File: src/rtl/depth_bram_out_reader_pkg.sv
// ----------------------------------------------------------------------------
// depth_bram_out_reader_pkg
// Shared types and constants for the depth BRAM output reader.
//   state_e             : reader FSM states
//   DEPTH_LSB/DEPTH_MSB : depth byte position inside a 16-bit BRAM word
//   CONF_LSB/CONF_MSB   : confidence byte position inside a 16-bit BRAM word
// ----------------------------------------------------------------------------
package depth_bram_out_reader_pkg;

    typedef enum logic [1:0] {
        ST_IDLE  = 2'd0,
        ST_READ  = 2'd1,
        ST_DRAIN = 2'd2
    } state_e;

    localparam int unsigned DEPTH_LSB = 0;
    localparam int unsigned DEPTH_MSB = 7;
    localparam int unsigned CONF_LSB  = 8;
    localparam int unsigned CONF_MSB  = 15;

endpackage

File: src/rtl/depth_out_fifo.sv
// ----------------------------------------------------------------------------
// depth_out_fifo
// Synchronous show-ahead FIFO: pop_data always presents the oldest entry
// while empty=0, and a pop advances to the next one.
//   clk, reset_n : clock, asynchronous active-low reset (empties the FIFO)
//   push         : write push_data (ignored when full)
//   pop          : discard the head entry (ignored when empty)
//   pop_data     : head entry
//   empty, full  : occupancy flags
//   count        : number of stored entries
// DEPTH must be a power of two, at least 2.
// ----------------------------------------------------------------------------
module depth_out_fifo #(
    parameter  int unsigned DEPTH = 4,
    parameter  int unsigned WIDTH = 10,
    localparam int unsigned CNT_W = $clog2(DEPTH) + 1
) (
    input  logic             clk,
    input  logic             reset_n,
    input  logic             push,
    input  logic [WIDTH-1:0] push_data,
    input  logic             pop,
    output logic [WIDTH-1:0] pop_data,
    output logic             empty,
    output logic             full,
    output logic [CNT_W-1:0] count
);

    localparam int unsigned AW = $clog2(DEPTH);

    logic [WIDTH-1:0] mem_q [DEPTH];
    logic [AW-1:0]    wr_ptr_q, wr_ptr_d;
    logic [AW-1:0]    rd_ptr_q, rd_ptr_d;
    logic [CNT_W-1:0] count_q, count_d;
    logic             do_push;
    logic             do_pop;

    assign empty    = (count_q == '0);
    assign full     = (count_q == CNT_W'(DEPTH));
    assign count    = count_q;
    assign pop_data = mem_q[rd_ptr_q];
    assign do_push  = push && !full;
    assign do_pop   = pop && !empty;

    always_comb begin
        wr_ptr_d = wr_ptr_q + AW'(do_push);
        rd_ptr_d = rd_ptr_q + AW'(do_pop);
        count_d  = count_q + CNT_W'(do_push) - CNT_W'(do_pop);
    end

    always_ff @(posedge clk or negedge reset_n) begin
        if (!reset_n) begin
            wr_ptr_q <= '0;
            rd_ptr_q <= '0;
            count_q  <= '0;
        end else begin
            wr_ptr_q <= wr_ptr_d;
            rd_ptr_q <= rd_ptr_d;
            count_q  <= count_d;
        end
    end

    // Storage needs no reset: entries are only visible once counted.
    always_ff @(posedge clk) begin
        if (do_push) begin
            mem_q[wr_ptr_q] <= push_data;
        end
    end

endmodule

File: src/rtl/depth_bram_out_reader.sv
// ----------------------------------------------------------------------------
// depth_bram_out_reader
// Streams one frame of depth pixels out of one of two BRAMs onto a
// valid/ready interface with start-of-frame and end-of-line tags.
//   clk, reset_n          : clock, asynchronous active-low reset
//   start, index          : frame start pulse and BRAM select (sampled at start)
//   idle                  : no frame in progress
//   bram_addr, bram_rd_en : BRAM read port (data returns RD_LATENCY cycles later)
//   bram_rdata_0/1        : BRAM words, depth [7:0], confidence [15:8]
//   conf_thresh           : confidence threshold (mask build only)
//   out_data/valid/ready  : pixel stream
//   out_sof, out_eol      : first pixel of frame, last pixel of line
// Optional macro DEPTH_OUT_CONF_MASK_EN: pixels with confidence below
// conf_thresh are output as 0.
// ----------------------------------------------------------------------------
module depth_bram_out_reader
    import depth_bram_out_reader_pkg::*;
#(
    parameter int unsigned IMG_WIDTH  = 640,
    parameter int unsigned IMG_HEIGHT = 480,
    parameter int unsigned ADDR_W     = 19,
    parameter int unsigned RD_LATENCY = 2,
    parameter int unsigned FIFO_DEPTH = 4
) (
    input  logic              clk,
    input  logic              reset_n,
    input  logic              start,
    input  logic              index,
    output logic              idle,
    output logic [ADDR_W-1:0] bram_addr,
    output logic              bram_rd_en,
    input  logic [15:0]       bram_rdata_0,
    input  logic [15:0]       bram_rdata_1,
    input  logic [7:0]        conf_thresh,
    output logic [7:0]        out_data,
    output logic              out_valid,
    input  logic              out_ready,
    output logic              out_sof,
    output logic              out_eol
);

    localparam int unsigned CNT_W = $clog2(FIFO_DEPTH) + 1;
    localparam int unsigned COL_W = (IMG_WIDTH  > 1) ? $clog2(IMG_WIDTH)  : 1;
    localparam int unsigned ROW_W = (IMG_HEIGHT > 1) ? $clog2(IMG_HEIGHT) : 1;
    localparam logic [ADDR_W-1:0] LAST_ADDR = ADDR_W'(IMG_WIDTH * IMG_HEIGHT - 1);

    state_e                state_q, state_d;
    logic                  sel_q, sel_d;
    logic [ADDR_W-1:0]     addr_q, addr_d;
    logic [RD_LATENCY-1:0] pipe_q, pipe_d;
    logic [COL_W-1:0]      col_q, col_d;
    logic [ROW_W-1:0]      row_q, row_d;

    logic [CNT_W-1:0] inflight;
    logic [CNT_W-1:0] fifo_count;
    logic             fifo_empty;
    logic             fifo_full;
    logic             fifo_push;
    logic             fifo_pop;
    logic             rd_room;
    logic             clear_cnt;
    logic [15:0]      word;
    logic [7:0]       pix;
    logic             tag_sof;
    logic             tag_eol;
    logic [9:0]       head;

    assign idle       = (state_q == ST_IDLE);
    assign bram_addr  = addr_q;
    assign word       = sel_q ? bram_rdata_1 : bram_rdata_0;
    assign fifo_push  = pipe_q[RD_LATENCY-1];
    assign out_valid  = !fifo_empty;
    assign fifo_pop   = out_valid && out_ready;
    assign {out_sof, out_eol, out_data} = head;

`ifdef DEPTH_OUT_CONF_MASK_EN
    assign pix = (word[CONF_MSB:CONF_LSB] < conf_thresh) ? '0 : word[DEPTH_MSB:DEPTH_LSB];
`else
    logic unused_conf;
    assign unused_conf = ^{conf_thresh, word[CONF_MSB:CONF_LSB], fifo_full};
    assign pix = word[DEPTH_MSB:DEPTH_LSB];
`endif

    // Every strobe lands in the FIFO eventually, so reserving a slot per
    // read in flight guarantees the FIFO can never overflow.
    always_comb begin
        inflight = '0;
        for (int unsigned i = 0; i < RD_LATENCY; i++) begin
            inflight = inflight + CNT_W'(pipe_q[i]);
        end
        rd_room = ({1'b0, fifo_count} + {1'b0, inflight}) < (CNT_W + 1)'(FIFO_DEPTH);
    end

    always_comb begin
        state_d    = state_q;
        sel_d      = sel_q;
        addr_d     = addr_q;
        bram_rd_en = 1'b0;
        clear_cnt  = 1'b0;
        case (state_q)
            ST_IDLE: begin
                if (start) begin
                    sel_d     = index;
                    addr_d    = '0;
                    clear_cnt = 1'b1;
                    state_d   = ST_READ;
                end
            end
            ST_READ: begin
                bram_rd_en = rd_room;
                if (rd_room) begin
                    addr_d = addr_q + 1'b1;
                    if (addr_q == LAST_ADDR) begin
                        state_d = ST_DRAIN;
                    end
                end
            end
            ST_DRAIN: begin
                if ((inflight == '0) &&
                    ((fifo_count == '0) || ((fifo_count == CNT_W'(1)) && fifo_pop))) begin
                    state_d = ST_IDLE;
                end
            end
            default: state_d = ST_IDLE;
        endcase
    end

    // Read-return pipeline and pixel position counters of the output stream.
    // Tags are computed in stream order as pixels enter the buffer, so they
    // travel with their pixel through any output stall.
    always_comb begin
        pipe_d[0] = bram_rd_en;
        for (int unsigned i = 1; i < RD_LATENCY; i++) begin
            pipe_d[i] = pipe_q[i-1];
        end
        col_d = col_q;
        row_d = row_q;
        if (clear_cnt) begin
            col_d = '0;
            row_d = '0;
        end else if (fifo_push) begin
            if (col_q == COL_W'(IMG_WIDTH - 1)) begin
                col_d = '0;
                row_d = (row_q == ROW_W'(IMG_HEIGHT - 1)) ? '0 : row_q + 1'b1;
            end else begin
                col_d = col_q + 1'b1;
            end
        end
        tag_sof = (col_q == '0) && (row_q == '0);
        tag_eol = (col_q == COL_W'(IMG_WIDTH - 1));
    end

    always_ff @(posedge clk or negedge reset_n) begin
        if (!reset_n) begin
            state_q <= ST_IDLE;
            sel_q   <= 1'b0;
            addr_q  <= '0;
            pipe_q  <= '0;
            col_q   <= '0;
            row_q   <= '0;
        end else begin
            state_q <= state_d;
            sel_q   <= sel_d;
            addr_q  <= addr_d;
            pipe_q  <= pipe_d;
            col_q   <= col_d;
            row_q   <= row_d;
        end
    end

    depth_out_fifo #(
        .DEPTH (FIFO_DEPTH),
        .WIDTH (10)
    ) u_fifo (
        .clk       (clk),
        .reset_n   (reset_n),
        .push      (fifo_push),
        .push_data ({tag_sof, tag_eol, pix}),
        .pop       (fifo_pop),
        .pop_data  (head),
        .empty     (fifo_empty),
        .full      (fifo_full),
        .count     (fifo_count)
    );

endmodule
File: config.mk
export PLATFORM = sky130hd
export DESIGN_NAME = depth_bram_out_reader
export DESIGN_NICKNAME = d
export VERILOG_FILES = /design/src/rtl/depth_bram_out_reader_pkg.sv /design/src/rtl/depth_out_fifo.sv /design/src/rtl/depth_bram_out_reader.sv
export SDC_FILE = /design/constraint.sdc
export NUM_CORES = 1
export LEC_CHECK = 0
export ABC_AREA = 1
export BUFFER_PORTS_ARGS = -buffer_cell sky130_fd_sc_hd__buf_2
export CAP_MARGIN = 20
export CORE_MARGIN = 5
export CORE_UTILIZATION = 40
export CTS_CLUSTER_DIAMETER = 60
export DETAILED_ROUTE_END_ITERATION = 7
export HOLD_SLACK_MARGIN = 0.1
export PLACE_DENSITY_LB_ADDON = 0.15
export SLEW_MARGIN = 40
export SYNTH_ARGS = -nofsm -noshare
export SYNTH_HDL_FRONTEND = slang
export SYNTH_HIERARCHICAL = 1
export SYNTH_SLANG_ARGS = --single-unit
File: constraint.sdc
create_clock -name clk -period 2.7 [get_ports clk]
set_clock_uncertainty 0.2 [all_clocks]
set_input_delay 0 -clock clk [delete_from_list [all_inputs] [get_ports clk]]
set_output_delay 0 -clock clk [all_outputs]
set_load 0.02 [all_outputs]
---- Yosys cells after proc, flatten, opt, wreduce, memory -nomap -nowiden ----
Memories as Yosys holds them, arrays and structs flattened.
Index checks and enable logic that the tools add are counted.
operators by class
  equal/unequal tests ..................... 11
  reduce and logical (&&, ||, !) cells .... 21
  $lt $le $gt $ge ......................... 1
  mux-type cells .......................... 21
  add/subtract/negate cells ............... 9
operators with widths
  operator                                                    count
  two-way mux 19 bit                                          2
  case mux 19 bit (2 select lines)                            1
  two-way mux 9 bit                                           4
  two-way mux 10 bit                                          3
  adder 19 x 1 -> 19 bit, second input constant               1
  equality test 19 bit, second input constant                 1
  adder 10 x 1 -> 10 bit, second input constant               1
  equality test 10 bit, second input constant                 1
  logical NOT 10 bit                                          1
  adder 9 x 1 -> 9 bit, second input constant                 1
  equality test 9 bit, second input constant                  1
  logical NOT 9 bit                                           1
  two-way mux 2 bit                                           4
  two-way mux 8 bit                                           1
  != test 2 bit, second input constant                        4
  logical AND 1 bit                                           6
  logical NOT 3 bit                                           2
  case mux 2 bit (3 select lines)                             1
  nonzero test 2 bit                                          3
  two-way mux 1 bit                                           5
  adder 2 x 1 -> 2 bit                                        2
  adder 3 x 2 -> 4 bit                                        1
  less-than comparator 4 x 3 -> 1 bit, second input constant  1
  AND reduction 2 bit                                         2
  other kinds (12)                                            13
word-level totals
  word-level logic and storage cells ...... 73
  bits in writable memories ............... 40
  input port bits ......................... 45
  register bits ........................... 50
  output and inout port bits .............. 32
  memories kept ........................... 1
memories
  name          words  width  read ports  clocked after Yosys merged registers in  wr ports  line                  source
  u_fifo.mem_q  4      10     1           0                                        1         depth_out_fifo.sv:31  logic [WIDTH-1:0] mem_q [DEPTH];

---- Longest topological paths before layout ----
Gate-level depths: netlist of the first run.
  word-level depth ........................ 8
  gate-level depth with buffers ........... 10
  depth with buffers taken out ............ 10

---- By module ----
The synthesis of the first run kept the hierarchy.
by module, submodules not included
  module                 area an instance (um^2)  sequential area each (um^2)  times used  cells an instance
  depth_bram_out_reader  2,932.8                  1,076.0                      1           406
  depth_out_fifo         1,900.6                  1,376.3                      1           153

---- Worst setup path before layout of the first run ----
OpenSTA, ideal clock, no wires.
  kind .................................... reg-to-reg
  from .................................... reg u_fifo.count_q[0] (netlist: u_fifo/count[0])
  to ...................................... reg u_fifo.count_q[2] (netlist: u_fifo/count[2])
  arrival time ............................ 1,782 ps
  slack ................................... 595 ps
  stages on the path, launching flop included .. 11
  clock period less this slack ............ 2,105 ps
  cells stage by stage .................... dfrtp_1 > nor2_1 > nand2_1 > inv_1 > nor2_1 > a21boi_0 > nand2_1 > nand2_1 > ha_1 > fa_1 > xnor2_1
on the way
  word-level cells in the longest chain between the ends .. 5
ends and longest elaborated chain
  item                         line                         source
  start, declared              depth_out_fifo.sv:34         logic [CNT_W-1:0] count_q, count_d;
  start signal, assigned       depth_out_fifo.sv:59         count_q <= count_d;
  logical NOT 3 bit            depth_out_fifo.sv:38         assign empty = (count_q == '0);
  named net fifo_empty         depth_bram_out_reader.sv:56  logic fifo_empty;
  logical NOT 1 bit            depth_bram_out_reader.sv:72  assign out_valid = !fifo_empty;
  logical AND 1 bit            depth_bram_out_reader.sv:73  assign fifo_pop = out_valid && out_ready;
  named net fifo_pop           depth_bram_out_reader.sv:59  logic fifo_pop;
  logical AND 1 bit            depth_out_fifo.sv:43         assign do_pop = pop && !empty;
  subtractor 3 x 1 -> 3 bit    depth_out_fifo.sv:48         count_d = count_q + CNT_W'(do_push) - CNT_W'(do_pop);
  named net u_fifo.count_d[2]  depth_out_fifo.sv:34
The timed path passes the listed nets, and every way through them passes these cells.
A chain may end at the register's enable or synchronous reset.

---- Worst setup path in the final report of the first run ----
  from .................................... reg u_fifo.count_q[0] (netlist: u_fifo/count[0])
  to ...................................... reg u_fifo.count_q[1] (netlist: u_fifo/count[1])
The elaborated chain is that of the path after synthesis.

==> reports/qor.txt, run 1 <==
status = complete, no violations
pin count of the biggest net entering global routing = 51
via count = 3805
Total Wirelength = 10410 um
Hold WS = 100.4 ps
full die area = 14370 sq um
critical path capture point type = register
vias in the first global route = 3647
post-route worst setup slack = 350.0 ps
final hold violation count = 0
Slew headroom = 0.4910
cells on worst reg2reg path = 9
CTS buffer count = 9
H-tree levels = 3
Rows = 40
DRT iter0 DRCs = 200
period utilization = 0.8704
leak pwr = 2.576 nW
TritonCTS clock tree = done
Max-Cap Viols = 0
Setup WS pre-CTS = 397.7 ps
Pwr Density = 882.2 nW/um^2
crit path max fanout = 5
min-delay worst type = input pin to asynchronous set/reset pin
CORE AREA = 11910 sq um
share of cells above drive strength 1 = 0.1748
Slew @ Worst Pin = 756.6 ps
clock sink count = 90
Final setup viols = 0
post-route minimum period = 2350 ps
Residual DRC = 0
syn avg cell area = 8.655 sq um
Crit Path Class = register to register
first-pass GRT wire length = 17600 um
worst r2r src = u_fifo/count[0]
number of fill cells = 1169
synthesized instance count = 558
Starting Density = 0.4055
Via density = 4.866
net switching fraction of the power = 0.4010
R2R setup slack = 350 ps
Power Internal = 2.993 mW
initial antenna violation count = 0
Combinational Power Share = 0.377
Final GP Congestion = 0.8226
TritonRoute pass-1 iters = 4
worst reg2reg endpoint = u_fifo/count[1]
Wirelength per Cell = 13.31 um
clock slew at reported path FFs = 70 ps
Root Buffer = clkbuf_16
All-Layer GR Usage = 0.1522
RSZ-0062 raised after global routing = false
P&R area growth vs syn = 17.28%
dpl hpwl = 7296 um
Required @ worst endpoint = 2710 ps
Max VDD drop = 445.0 uV
Max Freq = 425.5 MHz
Startpoint Class = register
Post-Syn Nets = 614
GRT Residual Overflow = 0
die height = 119.9 um
Net Sw Power = 2.004 mW
# IOs = 77
final setup TNS = 0 ps
Critical Path AT = 2360 ps
clk_lat worst skew = 340 ps
die width = 119.9 um
clock power share = 0.232
total setup buffers inserted after CTS = 0
port bufs = 52
Pwr Total = 4.997 mW
Reg power frac = 0.391
ANT cells = 0
Post-Route Utilization = 0.4755
max-slew violation count = 0
Total Nets Final = 686
Post-Syn Area = 4830 sq um
Max clock buf depth = 2
Routed Antenna Nets = 0
yosys warns = 6
==> power by group through the flow <==
stage / Combinational [mW] / Sequential, mW / Clock [mW]
floorplan: 1.47 / 1.90 / 0
global placement: 1.78 / 1.98 / 0
detailed placement: 1.82 / 1.99 / 0
CTS: 1.91 / 1.96 / 1.21
global route: 2.12 / 2.00 / 1.26
finish: 1.88 / 1.95 / 1.16
==> sequential cells by signal (all words and copies together), names as in the netlist, 2 cells and up <==
name and cells:
col_q 10, row_q 9, u_fifo/mem_q 40, pipe_q 2, u_fifo/count 3, u_fifo/wr_ptr_q 2, u_fifo/rd_ptr_q 2, bram_addr 19
state_q 2
==> placed cells by master (no fill, tap or decap), drive strengths merged, types with 2 or more instances in the layout <==
master / instances
nor3: 8
ha: 10
nand2: 138
xnor2: 3
nand3: 38
nor2: 85
o21ai: 47
dlygate4sd3: 21
a21oi: 13
nand4: 26
edfxtp: 40
inv: 68
clkinv: 5
a21boi: 2
nor3b: 3
buf: 54
dfrtp: 50
clkbuf: 9
mux2: 8
==> stage by stage <==
| stage | cells | instance area (sq um) |
|---|---|---|
| 6_report | 782 | 5664 |
| 2_1_floorplan | 558 | 4830 |
| 4_1_cts | 782 | 5664 |
| 3_3_place_gp | 745 | 5164 |
| 5_1_grt | 782 | 5664 |
| 3_5_place_dp | 745 | 5174 |
==> worst max path at each step <==
stage	startpoint	to	slack (ps)	cells past startpoint
2_1_floorplan	u_fifo/count[1]	u_fifo/count[2]	600	10
3_3_place_gp	u_fifo/count[0]	u_fifo/count[1]	450	9
6_report	u_fifo/count[0]	u_fifo/count[1]	350	9
3_5_place_dp	u_fifo/count[0]	u_fifo/count[1]	400	9
4_1_cts	u_fifo/count[0]	u_fifo/count[1]	360	9
5_1_grt	u_fifo/count[0]	u_fifo/count[1]	150	9
==> timing repair <==
action | CTS | global route
gates resized for setup | 0 | 0
hold endpoints to repair | 104 | 0
hold buffers | 21 | 0
==> layer usage <==
| metal | routed length, um | vias up | GRT usage | part of all wire |
|---|---|---|---|---|
| met5 | 0 | - | 0 | 0 |
| li1 | - | 1990 | - | - |
| met3 | 465 | 7 | 0.03299 | 0.045 |
| met4 | 94 | 0 | 0.03865 | 0.0090 |
| met2 | 4758 | 75 | 0.2514 | 0.46 |
| met1 | 5093 | 1733 | 0.2044 | 0.49 |
==> area by class of cell <==
cell class / count / area (sq um) / area share
sequential: 90 / 2452 / 0.4330
clock buffer: 9 / 225.2 / 0.03976
clock inverter: 7 / 55.05 / 0.009719
tap: 147 / 183.9 / 0.03247
multi-input combinational: 387 / 2008 / 0.3545
timing repair buffer: 75 / 485.5 / 0.08571
inverter: 67 / 254.0 / 0.04484
==> worst max-delay path, stage by stage (launching register included) <==
cell      delay [ps]
dfrtp_1          430
nor2_1            90
nand2_1          120
inv_1             80
nor2_1           220
a21boi_0         280
nand2_1          140
nand2_1           90
ha_1             150
fa_1             410
Power figures use the tool's default switching activity.
==> run 2, diff against run 1 <==
MAX_ROUTING_LAYER = met4   (was default)
==> run 2 against run 1 <==
Against the previous run: core utilization stayed put; worst hold slack better by 5.1 ps; clock-buffer cell count unchanged; non-clock buffer count is the same; critical path depth did not move; combinational power about the same; final area unchanged; sequential power barely moved; die area did not move; final cell count unchanged; first-iteration DRC count is 8.5% lower; power increased by 0.11%.
==> reports/qor.txt, run 2 (same netlist as run 1, synthesis figures left out) <==
Startpoint Class = register
Critical Path AT = 2360 ps
share of cells above drive strength 1 = 0.1748
port bufs = 52
vias in the first global route = 3643
DRT iter0 DRCs = 183
Final GP Congestion = 0.8350
leak pwr = 2.576 nW
Max-Cap Viols = 0
Total Wirelength = 10450 um
Placed Area = 5174 sq um
commonest non-fill, non-tap cell in the layout = nand2_1
final non-filler cell total = 782
full die area = 14370 sq um
period utilization = 0.8717
CTS resizes = 0
top sig layer = met4
critical path capture point type = register
Pwr Density = 883.2 nW/um^2
met1 WL = 5156 um
Starting Density = 0.4055
Total Nets Final = 686
CTS buffer count = 9
Final setup viols = 0
Max VDD drop = 445.1 uV
number of fill cells = 1169
Slew headroom = 0.4900
final hold violation count = 0
R2R setup slack = 350 ps
max FFs per register = 40
CORE AREA = 11910 sq um
die height = 119.9 um
P&R area growth vs syn = 17.28%
clk_lat worst skew = 340 ps
final setup TNS = 0 ps
Residual DRC = 0
TritonRoute pass-1 iters = 4
Slew @ Worst Pin = 758.0 ps
H-tree levels = 3
Wirelength per Cell = 13.37 um
max-slew violation count = 0
Routed Antenna Nets = 0
ANT cells = 0
Setup WS pre-CTS = 397.7 ps
All-Layer GR Usage = 0.1566
crit path max fanout = 5
clock slew at reported path FFs = 70 ps
cells on worst reg2reg path = 9
TritonCTS clock tree = done
die width = 119.9 um
worst r2r src = u_fifo/count[0]
met3 wire len = 407 um
Post-Route Utilization = 0.4755
post-route worst setup slack = 346.5 ps
Max Freq = 424.9 MHz
Required @ worst endpoint = 2710 ps
routed wl met2 = 4795 um
Most flops, register = u_fifo/mem_q
clock sink count = 90
GRT Residual Overflow = 0
Critical Path Sink = u_fifo/count[1]
Via density = 4.872
RSZ-0062 raised after global routing = false
Root Buffer = clkbuf_16
dpl hpwl = 7296 um
# IOs = 77
pin count of the biggest net entering global routing = 51
min-delay worst type = input pin to asynchronous set/reset pin
Rows = 40
Setup crit start = u_fifo/count[0]
Crit Path Class = register to register
via count = 3810
final instance area = 5664 sq um
initial antenna violation count = 0
most frequent cells in the layout = nand2_1, nor2_1, inv_1
worst reg2reg endpoint = u_fifo/count[1]
first-pass GRT wire length = 17620 um
dpl cells = 745
Max clock buf depth = 2
post-route minimum period = 2354 ps
status = complete, no violations
==> run 2: cell counts in the layout (fill, tap and decap cells not counted) <==
Identical to the previous run, type by type.
==> run 2: critical path: stages (launching register included) <==
cell and delay [ps]:
dfrtp_1 430, nor2_1 90, nand2_1 120, inv_1 80, nor2_1 220, a21boi_0 280, nand2_1 140, nand2_1 90
ha_1 150, fa_1 410
==> run 2: timing repair <==
item | CTS | global route
hold buffers | 21 | 0
hold endpoints to repair | 104 | 0
setup buffers | 0 | 0
==> run 2: how the worst min path moves through the flow <==
stage / slack, ps / startpoint / depth (start not counted) / end
6_report: 110 / reset_n / 3 / bram_addr[15]
4_1_cts: 120 / reset_n / 3 / bram_addr[15]
5_1_grt: 200 / reset_n / 3 / bram_addr[11]
2_1_floorplan: -500 / reset_n / 0 / bram_addr[0]
3_5_place_dp: -40 / reset_n / 2 / bram_addr[11]
3_3_place_gp: -40 / reset_n / 2 / bram_addr[11]
==> run 2: area by class of cell <==
class | count | area, sq um | share of cell area
inverter | 67 | 254.0 | 0.04484
clock buffer | 9 | 225.2 | 0.03976
multi-input combinational | 387 | 2008 | 0.3545
tap | 147 | 183.9 | 0.03247
sequential | 90 | 2452 | 0.4330
clock inverter | 7 | 55.05 | 0.009719
timing repair buffer | 75 | 485.5 | 0.08571
==> run 2: where the power goes <==
group          internal [mW]  leakage, nW  switching (mW)
sequential              1.72         1.03           0.229
clock                  0.631        0.137           0.533
combinational          0.639         1.41            1.25
==> run 2: layer usage <==
layer / track usage / vias to the layer above
met1: 0.2059 / 1740
met4: 0.03865 / 0
met5: - / -
li1: - / 1987
met3: 0.03157 / 6
met2: 0.2511 / 77
==> run 2: through the flow <==
| step | total power, mW | hold slack, ps |
|---|---|---|
| after floorplan | 3.379 | -495.6 |
| after global placement | 3.757 | -40.12 |
| after detailed placement | 3.808 | -37.44 |
| after CTS | 5.078 | 124.2 |
| after global routing | 5.376 | 202.1 |
| final | 5.002 | 105.5 |
